## src/rtl/prog_loader_pkg.sv

```systemverilog
// Shared types for the program-memory loader: FSM state encoding and error codes.
package prog_loader_pkg;

  typedef enum logic [2:0] {
    IDLE = 3'd0,
    LEN  = 3'd1,
    DATA = 3'd2,
    CSUM = 3'd3,
    DONE = 3'd4,
    ERR  = 3'd5
  } loader_state_t;

  localparam logic [1:0] ERR_NONE  = 2'd0;
  localparam logic [1:0] ERR_LEN   = 2'd1;
  localparam logic [1:0] ERR_CSUM  = 2'd2;
  localparam logic [1:0] ERR_ABORT = 2'd3;

endpackage

```

## src/rtl/prog_loader.sv

```systemverilog
// Framed byte-stream writer for the core's program memory: length, payload, XOR checksum.
// Each payload byte produces one registered write strobe; a verified frame releases core_run.
module prog_loader
  import prog_loader_pkg::*;
#(
  parameter int DATA_SIZE = 8,
  parameter int ADDR_SIZE = 4
) (
  input  logic                 clk,
  input  logic                 rst,
  input  logic                 start,
  input  logic                 abort,
  input  logic [ADDR_SIZE-1:0] base_addr,
  input  logic [DATA_SIZE-1:0] in_data,
  input  logic                 in_valid,
  output logic                 in_ready,
  output logic                 W,
  output logic [ADDR_SIZE-1:0] ADDR,
  output logic [DATA_SIZE-1:0] DATA_WR,
  output logic                 busy,
  output logic                 core_run,
  output logic                 error,
  output logic [1:0]           err_code,
  output logic [ADDR_SIZE:0]   words_written
);

  localparam logic [ADDR_SIZE-1:0] ONE_A   = ADDR_SIZE'(1);
  localparam logic [ADDR_SIZE:0]   ONE_W   = (ADDR_SIZE + 1)'(1);
  localparam logic [31:0]          MAX_LEN = 32'd1 << ADDR_SIZE;

  loader_state_t          state_q, state_d;
  logic [ADDR_SIZE-1:0]   addr_cnt_q, addr_cnt_d;
  logic [DATA_SIZE-1:0]   csum_q, csum_d;
  logic [ADDR_SIZE:0]     remaining_q, remaining_d;
  logic [ADDR_SIZE:0]     words_q, words_d;
  logic                   w_q, w_d;
  logic [ADDR_SIZE-1:0]   addr_q, addr_d;
  logic [DATA_SIZE-1:0]   data_q, data_d;
  logic [1:0]             err_code_q, err_code_d;

  logic                   xfer;
  logic [31:0]            len_ext;
  logic                   len_ok;

  assign busy     = (state_q == LEN) || (state_q == DATA) || (state_q == CSUM);
  assign in_ready = busy;
  assign xfer     = in_valid && in_ready;
  assign len_ext  = 32'(in_data);
  assign len_ok   = (len_ext != 32'd0) && (len_ext <= MAX_LEN);

  assign W             = w_q;
  assign ADDR          = addr_q;
  assign DATA_WR       = data_q;
  assign core_run      = (state_q == DONE);
  assign error         = (state_q == ERR);
  assign err_code      = err_code_q;
  assign words_written = words_q;

  always_comb begin
    state_d     = state_q;
    addr_cnt_d  = addr_cnt_q;
    csum_d      = csum_q;
    remaining_d = remaining_q;
    words_d     = words_q;
    w_d         = 1'b0;
    addr_d      = addr_q;
    data_d      = data_q;
    err_code_d  = err_code_q;

    case (state_q)
      IDLE, DONE, ERR: begin
        if (start) begin
          state_d    = LEN;
          addr_cnt_d = base_addr;
          csum_d     = '0;
          words_d    = '0;
          err_code_d = ERR_NONE;
        end
      end
      LEN: begin
        if (abort) begin
          state_d    = ERR;
          err_code_d = ERR_ABORT;
        end else if (xfer) begin
          if (len_ok) begin
            state_d     = DATA;
            remaining_d = len_ext[ADDR_SIZE:0];
            csum_d      = in_data;
          end else begin
            state_d    = ERR;
            err_code_d = ERR_LEN;
          end
        end
      end
      DATA: begin
        // A byte arriving together with abort is swallowed without a write.
        if (abort) begin
          state_d    = ERR;
          err_code_d = ERR_ABORT;
        end else if (xfer) begin
          w_d         = 1'b1;
          addr_d      = addr_cnt_q;
          data_d      = in_data;
          csum_d      = csum_q ^ in_data;
          addr_cnt_d  = addr_cnt_q + ONE_A;
          words_d     = words_q + ONE_W;
          remaining_d = remaining_q - ONE_W;
          if (remaining_q == ONE_W) state_d = CSUM;
        end
      end
      CSUM: begin
        if (abort) begin
          state_d    = ERR;
          err_code_d = ERR_ABORT;
        end else if (xfer) begin
          if (in_data == csum_q) begin
            state_d = DONE;
          end else begin
            state_d    = ERR;
            err_code_d = ERR_CSUM;
          end
        end
      end
      default: state_d = IDLE;
    endcase
  end

  always_ff @(posedge clk) begin
    if (rst) begin
      state_q     <= IDLE;
      addr_cnt_q  <= '0;
      csum_q      <= '0;
      remaining_q <= '0;
      words_q     <= '0;
      w_q         <= 1'b0;
      addr_q      <= '0;
      data_q      <= '0;
      err_code_q  <= ERR_NONE;
    end else begin
      state_q     <= state_d;
      addr_cnt_q  <= addr_cnt_d;
      csum_q      <= csum_d;
      remaining_q <= remaining_d;
      words_q     <= words_d;
      w_q         <= w_d;
      addr_q      <= addr_d;
      data_q      <= data_d;
      err_code_q  <= err_code_d;
    end
  end

endmodule
```

## config.mk

```make
export PLATFORM = sky130hd
export DESIGN_NAME = prog_loader
export DESIGN_NICKNAME = d
export VERILOG_FILES = /design/src/rtl/prog_loader_pkg.sv /design/src/rtl/prog_loader.sv
export SDC_FILE = /design/constraint.sdc
export NUM_CORES = 1
export LEC_CHECK = 0
export ABC_AREA = 1
export CORE_UTILIZATION = 39
export DETAILED_ROUTE_END_ITERATION = 16
export GPL_ROUTABILITY_DRIVEN = 0
export GPL_TIMING_DRIVEN = 0
export HOLD_SLACK_MARGIN = 0.02
export PLACE_DENSITY = 0.7
export SYNTH_ARGS = -nofsm -noshare
export SYNTH_HDL_FRONTEND = slang
export SYNTH_SLANG_ARGS = --single-unit
```

## constraint.sdc

```tcl
create_clock -name clk -period 3.4 [get_ports clk]
set_input_delay 0.85 -clock clk [delete_from_list [all_inputs] [get_ports clk]]
set_output_delay 0.85 -clock clk [all_outputs]
set_load 0.02 [all_outputs]
```

==> results by group, run 1 <==
Status
  • Status: complete, no violations

Placement
  • Final HPWL DP: between 3000 and 4000 µm
  • Buffers on Ports: 39

Critical path
  • Critical path type: flip-flop to output pin
  • CP arrival: about 1700 ps
  • Worst Path Max Fanout: 6
  • WP data required: 2550 ps
  • Worst Setup End Kind: output pin
  • Startpoint types: flip-flop

Clock tree
  • H-tree depth: 2
  • Clk sinks: 40
  • Hold_buf cts: 0
  • Resized cells post-CTS: 0
  • Clock slew at reported path FFs: 80 ps
  • Skew-Pair Late Insertion Delay: around 290 ps
  • Root buffer cell: clkbuf_8
  • TritonCTS clock tree: done
  • Setup bufs post-CTS: 0
  • TritonCTS buffer count: 5
  • Clk buf depth: 2

Floorplan
  • Die Ht: 76.4 µm
  • Initial Utilization: 41.4%
  • Die area: 5830 µm²
  • Rows: 26
  • IO Count: 41
  • Core area: 5200 µm²
  • Die width: 76.4 µm

Power and ir drop
  • Pleak: around 1.1 nW
  • PD cells: 424 nW/µm²
  • Peak VDD IR: 0.319 mV

Timing
  • Highest Clock Rate: 391 MHz
  • Clock Skews: 5.34 ps
  • Final hold vios: 0
  • Setup_tns: 0 ps
  • Hold WS: 476 ps
  • RSZ-0062 raised after global routing: no
  • Final Critical Period: 2560 ps
  • Pins over their slew limit: 0
  • Slew HR: 70.4%
  • Setup violators final: 0
  • Period Utilization, post-route: 75.2%
  • Slew of the pin with the lowest slew margin: 444 ps

Yosys
  • Register area share after synthesis: between 30 and 40%
  • Area of the mapped netlist: 2160 µm²
  • Synthesized area per cell: 6.95 µm²
  • Yosys warning count: 0
  • Syn Inst Count: 310
  • Number of synthesized flops with an enable pin: 0
  • Yosys cell types: 29
  • Synth async-reset ratio: 0%
  • Yosys reg bits: 40
  • Syn Nets: 331
  • Synth Flop Type: dfxtp_1

Global route
  • First-pass GRT wire length: 9140 µm
  • Maximum number of pins on one net before global-route repair: 14
  • Vias in the first global route: roughly 2,000
  • Total GRT Usage: 19.1%
  • Initial antenna violation count: 0
  • Remaining Overflow, GRT: 0

Final layout
  • Commonest non-fill, non-tap cell in the layout: nand2_1
  • Final-stage net count: 377
  • Finished Core Util: 52.5%
  • ANT cells: 0
  • Filler Cell Count: 548
  • Area Overhead vs Synth: 26.7%
  • Fraction of layout cells with a size suffix above 1: 9.24%
  • Commonest cells after routing, fill and taps aside: nand2_1, nor2_1, dfxtp_1, clkdlybuf4s50_1, a21oi_1

Drt
  • Vias per cell: 4.99
  • Via count: 2,132
  • Total Wirelength: about 5200 µm
  • ANT nets after route: 0
  • Initial DRC count: 96
  • Routed length per instance: 12.3 µm
  • Drt first pass iters: 4
  • DRC: 0

Min path
  • Hold WC Path Type: flip-flop to flip-flop

Run
  • Max Cap Viol: 0
state kept, by name, indices dropped and copies added, names as in the netlist:
signal	cells
DATA_WR	8
csum_q	8
remaining_q	5
words_written	5
ADDR	4
addr_cnt_q	4
state_q	3
err_code	2
W	1
final cells by class:
type | instances | area, µm² | area share, %
sequential | 40 | 801 | 29.3
tap | 70 | 87.6 | 3.21
inverter | 33 | 124 | 4.54
buffer | 11 | 83.8 | 3.07
clock inverter | 2 | 15.0 | 0.550
multi-input combinational | 226 | 1150 | 42.0
timing repair buffer | 39 | 390 | 14.3
clock buffer | 6 | 82.6 | 3.02
layer usage:
layer  global-route usage, %  wire length (µm)
met5                       0                 0
met2                    31.6              2440
met3                    2.87               292
met4                    5.77                53
met1                    25.6              2460
final timing paths:
path                                 start              to  slack (ps)  cells past startpoint
worst min register to register   csum_q[5]       csum_q[5]         480                      2
worst max-delay path            state_q[0]        in_ready         840                      4
worst min-delay path             csum_q[5]       csum_q[5]         480                      2
worst max register to register  state_q[0]  remaining_q[0]        1670                      7
power breakdown:
group	total [mW]	switching [mW]	leakage, nW	internal, mW
registers	0.533	0.0282	0.326	0.505
clock network	0.336	0.172	0.0434	0.164
logic	0.290	0.175	0.759	0.115
total	1.16	0.375	1.13	0.784
cell usage after synthesis, types with 2 or more instances:
cell | count | area share (%)
a21oi_1 | 29 | 6.7
nand2_2 | 4 | 1.2
xor2_1 | 3 | 1.2
xnor2_1 | 5 | 2.0
o21ai_0 | 27 | 6.3
nor2_4 | 4 | 2.1
inv_2 | 5 | 0.87
clkbuf_1 | 4 | 0.70
dfxtp_1 | 40 | 37
nand4_1 | 5 | 1.5
inv_1 | 28 | 4.9
nand3_1 | 13 | 3.0
nor2_1 | 46 | 8.0
and3_1 | 2 | 0.58
buf_6 | 5 | 2.6
nand2_1 | 55 | 9.6
a211oi_1 | 2 | 0.70
o22ai_1 | 4 | 1.2
ha_1 | 4 | 2.3
o21ai_1 | 16 | 3.7
critical path, cell delays in order (launching register included):
cell	delay, ps
dfxtp_1	480
nand2_2	130
nand2_1	120
buf_4	110
clkdlybuf4s50_1	580
cell families (layout without fill, tap and decap cells):
| group | count (synthesis) | in the layout | share of synthesized area [%] |
|---|---|---|---|
| buffers and inverters | 44 | 91 | 9.63 |
| adder cells (fa/ha/maj) | 4 | 4 | 2.32 |
| AND/OR/NAND/NOR | 134 | 134 | 28.4 |
| flip-flops | 40 | 40 | 37.1 |
| XOR/XNOR | 8 | 8 | 3.25 |
| AO/OA/AOI/OAI | 80 | 80 | 19.3 |
through the flow:
step                total power, mW  setup WS (ps)  std cells  cell area [µm²]
finish                         1.16            842        427             2730
CTS                            1.16            824        427             2730
global placement              0.827            783        419             2630
global route                   1.23            739        427             2730
detailed placement            0.833            773        419             2630
floorplan                     0.741           1560        310             2160
Power figures use the tool's default switching activity.
==> inputs of run 2 (changes only) <==
PLACE_DENSITY = 0.72   (was 0.7)
clock period = 2.25 ns   (was 3.4 ns; I/O delays follow)
==> results by group, run 2 (synthesis gave the netlist of run 1 again) <==
Final layout
  • Fraction of layout cells with a size suffix above 1: 10.1%
  • Filler Cell Count: 508
  • Finished Core Util: 53.1%
  • Commonest non-fill, non-tap cell in the layout: nand2_1
  • Area Overhead vs Synth: 28.2%
  • ANT cells: 0
  • Final-stage net count: ~380
  • Final Non-Filler Cells: 427
  • Commonest cells after routing, fill and taps aside: nand2_1, nor2_1, clkdlybuf4s50_1, dfxtp_1, a21oi_1

Power and ir drop
  • Clock group share of total power: 34.1%
  • Peak VDD IR: 0.338 mV
  • Pleak: 1.15 nW
  • Part of the power in registers: 42.8%
  • PD cells: 683 nW/µm²
  • Internal Power: 1.33 mW
  • Psw: roughly 560 µW
  • Switching Share: 29.6%
  • Comb pwr share: 23.2%

Clock tree
  • TritonCTS clock tree: done
  • TritonCTS buffer count: 5
  • Clk sinks: 40
  • Skew-Pair Late Insertion Delay: 290 ps
  • H-tree depth: 2
  • Clk buf depth: 2
  • Root buffer cell: clkbuf_8
  • Clock slew at reported path FFs: 80 ps
  • Setup bufs post-CTS: 0

Timing
  • Slew of the pin with the lowest slew margin: 489 ps
  • Slew HR: 67.4%
  • RSZ-0062 raised after global routing: no
  • Final Critical Period: 2160 ps
  • Hold WS: approximately 470 ps
  • Setup_tns: 0 ps
  • Setup violators final: 0
  • Period Utilization, post-route: 96.0%
  • Clock Skews: 8.02 ps
  • Final hold vios: 0
  • Pins over their slew limit: 0
  • Highest Clock Rate: 463 MHz

Global route
  • Initial antenna violation count: 0
  • Maximum number of pins on one net before global-route repair: 13
  • Total GRT Usage: 19.6%
  • First-pass GRT wire length: 9340 µm
  • Remaining Overflow, GRT: 0
  • Vias in the first global route: ~2,100

Critical path
  • Reg2reg end: remaining_q[4]
  • CP arrival: about 1600 ps
  • Worst Path Max Fanout: 6
  • Worst reg2reg path startpoint: state_q[2]
  • R2r setup slk: ~630 ps
  • Reg2reg path depth: 9
  • Startpoint types: flip-flop
  • Worst Setup End Kind: output pin
  • Critical path type: flip-flop to output pin
  • WP data required: 1690 ps

Floorplan
  • Rows: 26
  • IO Count: approximately 40
  • Core area: between 5000 and 6000 µm²
  • Initial Utilization: 41.4%
  • Die area: 5830 µm²
  • Die width: around 76 µm
  • Die Ht: around 76 µm

Drt
  • ANT nets after route: 0
  • Drt first pass iters: 6
  • Total Wirelength: 5390 µm
  • Via count: 2,132
  • Routed length per instance: 12.6 µm
  • Initial DRC count: 90
  • DRC: 0
  • Vias per cell: 4.99

Min path
  • Hold Path End: csum_q[1]
  • Hold Crit Depth: 2
  • Hold WC Path Type: flip-flop to flip-flop
  • Hold Startpoint: csum_q[1]

Placement
  • Final HPWL DP: slightly below 4000 µm
  • Placed insts: 419
  • Buffers on Ports: 39

Status
  • Status: complete, no violations

Run
  • Max Cap Viol: 0
[run 2: power groups by stage]
stage	combinational, mW	sequential, mW	clock [mW]
after floorplan	0.299	0.820	0
after global routing	0.495	0.817	0.686
final	0.438	0.808	0.644
after global placement	0.427	0.820	0
after detailed placement	0.435	0.822	0
after CTS	0.438	0.807	0.650
[run 2: final cells by class]
| type | count | area, µm² | area share (%) |
|---|---|---|---|
| clock inverters | 1 | 30.0 | 1.09 |
| clock buffers | 7 | 96.3 | 3.49 |
| multi-input cells | 226 | 1150 | 41.5 |
| flip-flops and latches | 40 | 805 | 29.1 |
| well taps | 70 | 87.6 | 3.17 |
| repair buffers | 39 | 390 | 14.1 |
| inverters | 33 | 124 | 4.48 |
| plain buffers | 11 | 83.8 | 3.03 |
[run 2: worst max-delay path, stage by stage (launching register included)]
cell and delay [ps]:
dfxtp_2 410, nand2_2 110, nand2_1 110, buf_4 110, clkdlybuf4s50_1 580
[run 2: metal layers]
metal / GRT usage [%] / routed length, µm / part of all wire (%)
met1: 24.7 / 2560 / 48
met2: 32.8 / 2500 / 46
met3: 5.03 / 290 / 5.4
met4: 5.77 / 35 / 0.65
met5: 0 / 0 / 0
[run 2: how the worst max path moves through the flow]
stage | from | to | slack (ps) | cells after the start
global placement | abort | csum_q[7] | -70 | 10
floorplan | abort | csum_q[5] | 700 | 9
global route | abort | csum_q[5] | 9 | 10
detailed placement | abort | csum_q[7] | -120 | 10
CTS | state_q[2] | in_ready | 50 | 5
finish | state_q[0] | in_ready | 90 | 4
[run 2: what timing repair did]
item,CTS,global route
hold buffers,0,0
gates resized for setup,2,1
pin swaps,0,0
setup endpoints to repair,1,1
[run 2: per-stage QoR]
step | worst slack (ps) | total power, mW | cell area (µm²)
CTS | 49.6 | 1.89 | 2760
global placement | -68.5 | 1.25 | 2630
finish | 89.8 | 1.89 | 2760
global route | 8.78 | 2.00 | 2760
detailed placement | -118 | 1.26 | 2630
floorplan | 700 | 1.12 | 2160
==> inputs of run 3 (changes only) <==
PLACE_DENSITY = 0.74   (was 0.72)
==> results by group, run 3 (synthesis gave the netlist of run 1 again) <==
Final layout
  • Fraction of layout cells with a size suffix above 1: 10.1%
  • Commonest non-fill, non-tap cell in the layout: nand2_1
  • ANT cells: 0
  • Finished Core Util: 52.5%
  • Final Non-Filler Cells: 427
  • Final-stage net count: 377
  • Commonest cells after routing, fill and taps aside: nand2_1, nor2_1, clkdlybuf4s50_1, dfxtp_1, a21oi_1
  • Area Overhead vs Synth: 26.8%

Placement
  • Placed insts: 419
  • Buffers on Ports: 39
  • Final HPWL DP: 3900 µm
  • Placement Setup Slack: -108 ps

Critical path
  • CP arrival: 1530 ps
  • CP max-delay cell: clkdlybuf4s50_1
  • CP cell instances: nand2_2 -> nand2_1 -> clkdlybuf4s50_1
  • Startpoint types: flip-flop
  • Critical path type: flip-flop to output pin
  • WP data required: 1690 ps
  • Worst Setup End Kind: output pin
  • Max stage delay on crit path: 600 ps
  • Worst Path Max Fanout: 5

Drt
  • ANT nets after route: 0
  • Initial DRC count: about 140
  • DRC: 0
  • Total Wirelength: about 5300 µm
  • Via count: approximately 2,100
  • Vias per cell: 4.97
  • Drt first pass iters: 4
  • Routed length per instance: roughly 12 µm

Floorplan
  • IO Count: 41
  • Die Ht: 76.4 µm
  • Die width: 76.4 µm
  • Initial Utilization: between 40 and 50%
  • Rows: 26
  • Core area: ~5200 µm²
  • Die area: 5830 µm²

Status
  • Status: complete, no violations

Global route
  • Initial antenna violation count: 0
  • First-pass GRT wire length: 9290 µm
  • Most used routing layer: met2
  • Maximum number of pins on one net before global-route repair: 13
  • Met2 Use GR: between 30% and 40%
  • Vias in the first global route: 2,084
  • Remaining Overflow, GRT: 0
  • Met1 global-route usage: 25.5%
  • Total GRT Usage: 19.6%
  • Met3 usage: under 10%

Clock tree
  • Clock slew at reported path FFs: about 80 ps
  • TritonCTS buffer count: 5
  • Skew-Pair Late Insertion Delay: 290 ps
  • Root buffer cell: clkbuf_8
  • Clk buf depth: 2
  • H-tree depth: 2
  • Hold_buf cts: 0
  • TritonCTS clock tree: done
  • Setup bufs post-CTS: 0
  • Clk sinks: 40
  • Resized cells post-CTS: 2

Power and ir drop
  • Peak VDD IR: 0.389 mV
  • Pleak: around 1.1 nW
  • PD cells: 637 nW/µm²

Timing
  • Final hold vios: 0
  • Slew of the pin with the lowest slew margin: 465 ps
  • Pins over their slew limit: 0
  • Highest Clock Rate: 479 MHz
  • Clock Skews: 7.62 ps
  • Slew HR: 69.0%
  • Setup violators final: 0
  • Period Utilization, post-route: 92.8%
  • Final Critical Period: roughly 2100 ps
  • RSZ-0062 raised after global routing: no
  • Worst setup margin: roughly 160 ps

Run
  • Max Cap Viol: 0

Min path
  • Hold WC Path Type: flip-flop to flip-flop
run 3: cell types whose count changed in the layout (fill, tap and decap cells not counted), sizes merged:
cell / before / now
dlymetal6s2s: 0 / 1
clkinvlp: 0 / 1
clkdlybuf4s50: 39 / 38
bufinv: 1 / 0
run 3: path summary, 6_finish.rpt:
kind                            startpoint         end  slack (ps)  cells past startpoint
worst max-delay path            state_q[1]        busy         160                      3
worst min register to register   csum_q[5]   csum_q[5]         480                      2
worst max register to register  state_q[1]  state_q[2]         610                     10
worst min-delay path             csum_q[5]   csum_q[5]         480                      2
run 3: layout make-up:
cell class	instances	area (µm²)
well taps	70	87.6
inverters	33	124
clock buffers	7	86.3
multi-input cells	226	1150
plain buffers	11	83.8
fillers	528	2470
clock inverters	1	7.51
flip-flops and latches	40	805
repair buffers	39	393
run 3: stage by stage:
step	setup TNS (ps)	hold slack [ps]	total power [mW]	area, µm²
after floorplan	0	444	1.12	2160
after global placement	-362	457	1.25	2630
after detailed placement	-971	467	1.26	2630
after CTS	0	480	1.75	2730
after global routing	0	507	1.85	2730
final	0	479	1.74	2730
run 3: power by group:
group	internal [mW]	switching [mW]	leakage (nW)
logic	0.173	0.261	0.772
registers	0.764	0.0434	0.327
clock network	0.249	0.250	0.0445
total	1.19	0.554	1.14
run 3: worst max-delay path, delay by kind of cell (launching register included):
family / cells / cell delay (ps)
and+or+nand+nor: 2 / 230
buffers and inverters: 1 / 600
DFF: 1 / 400
run 3: layer usage:
layer | routed length [µm] | up-vias
met2 | 2470 | 52
met3 | 234 | 5
met4 | 53 | 0
li1 | - | 1102
met5 | 0 | -
met1 | 2500 | 962
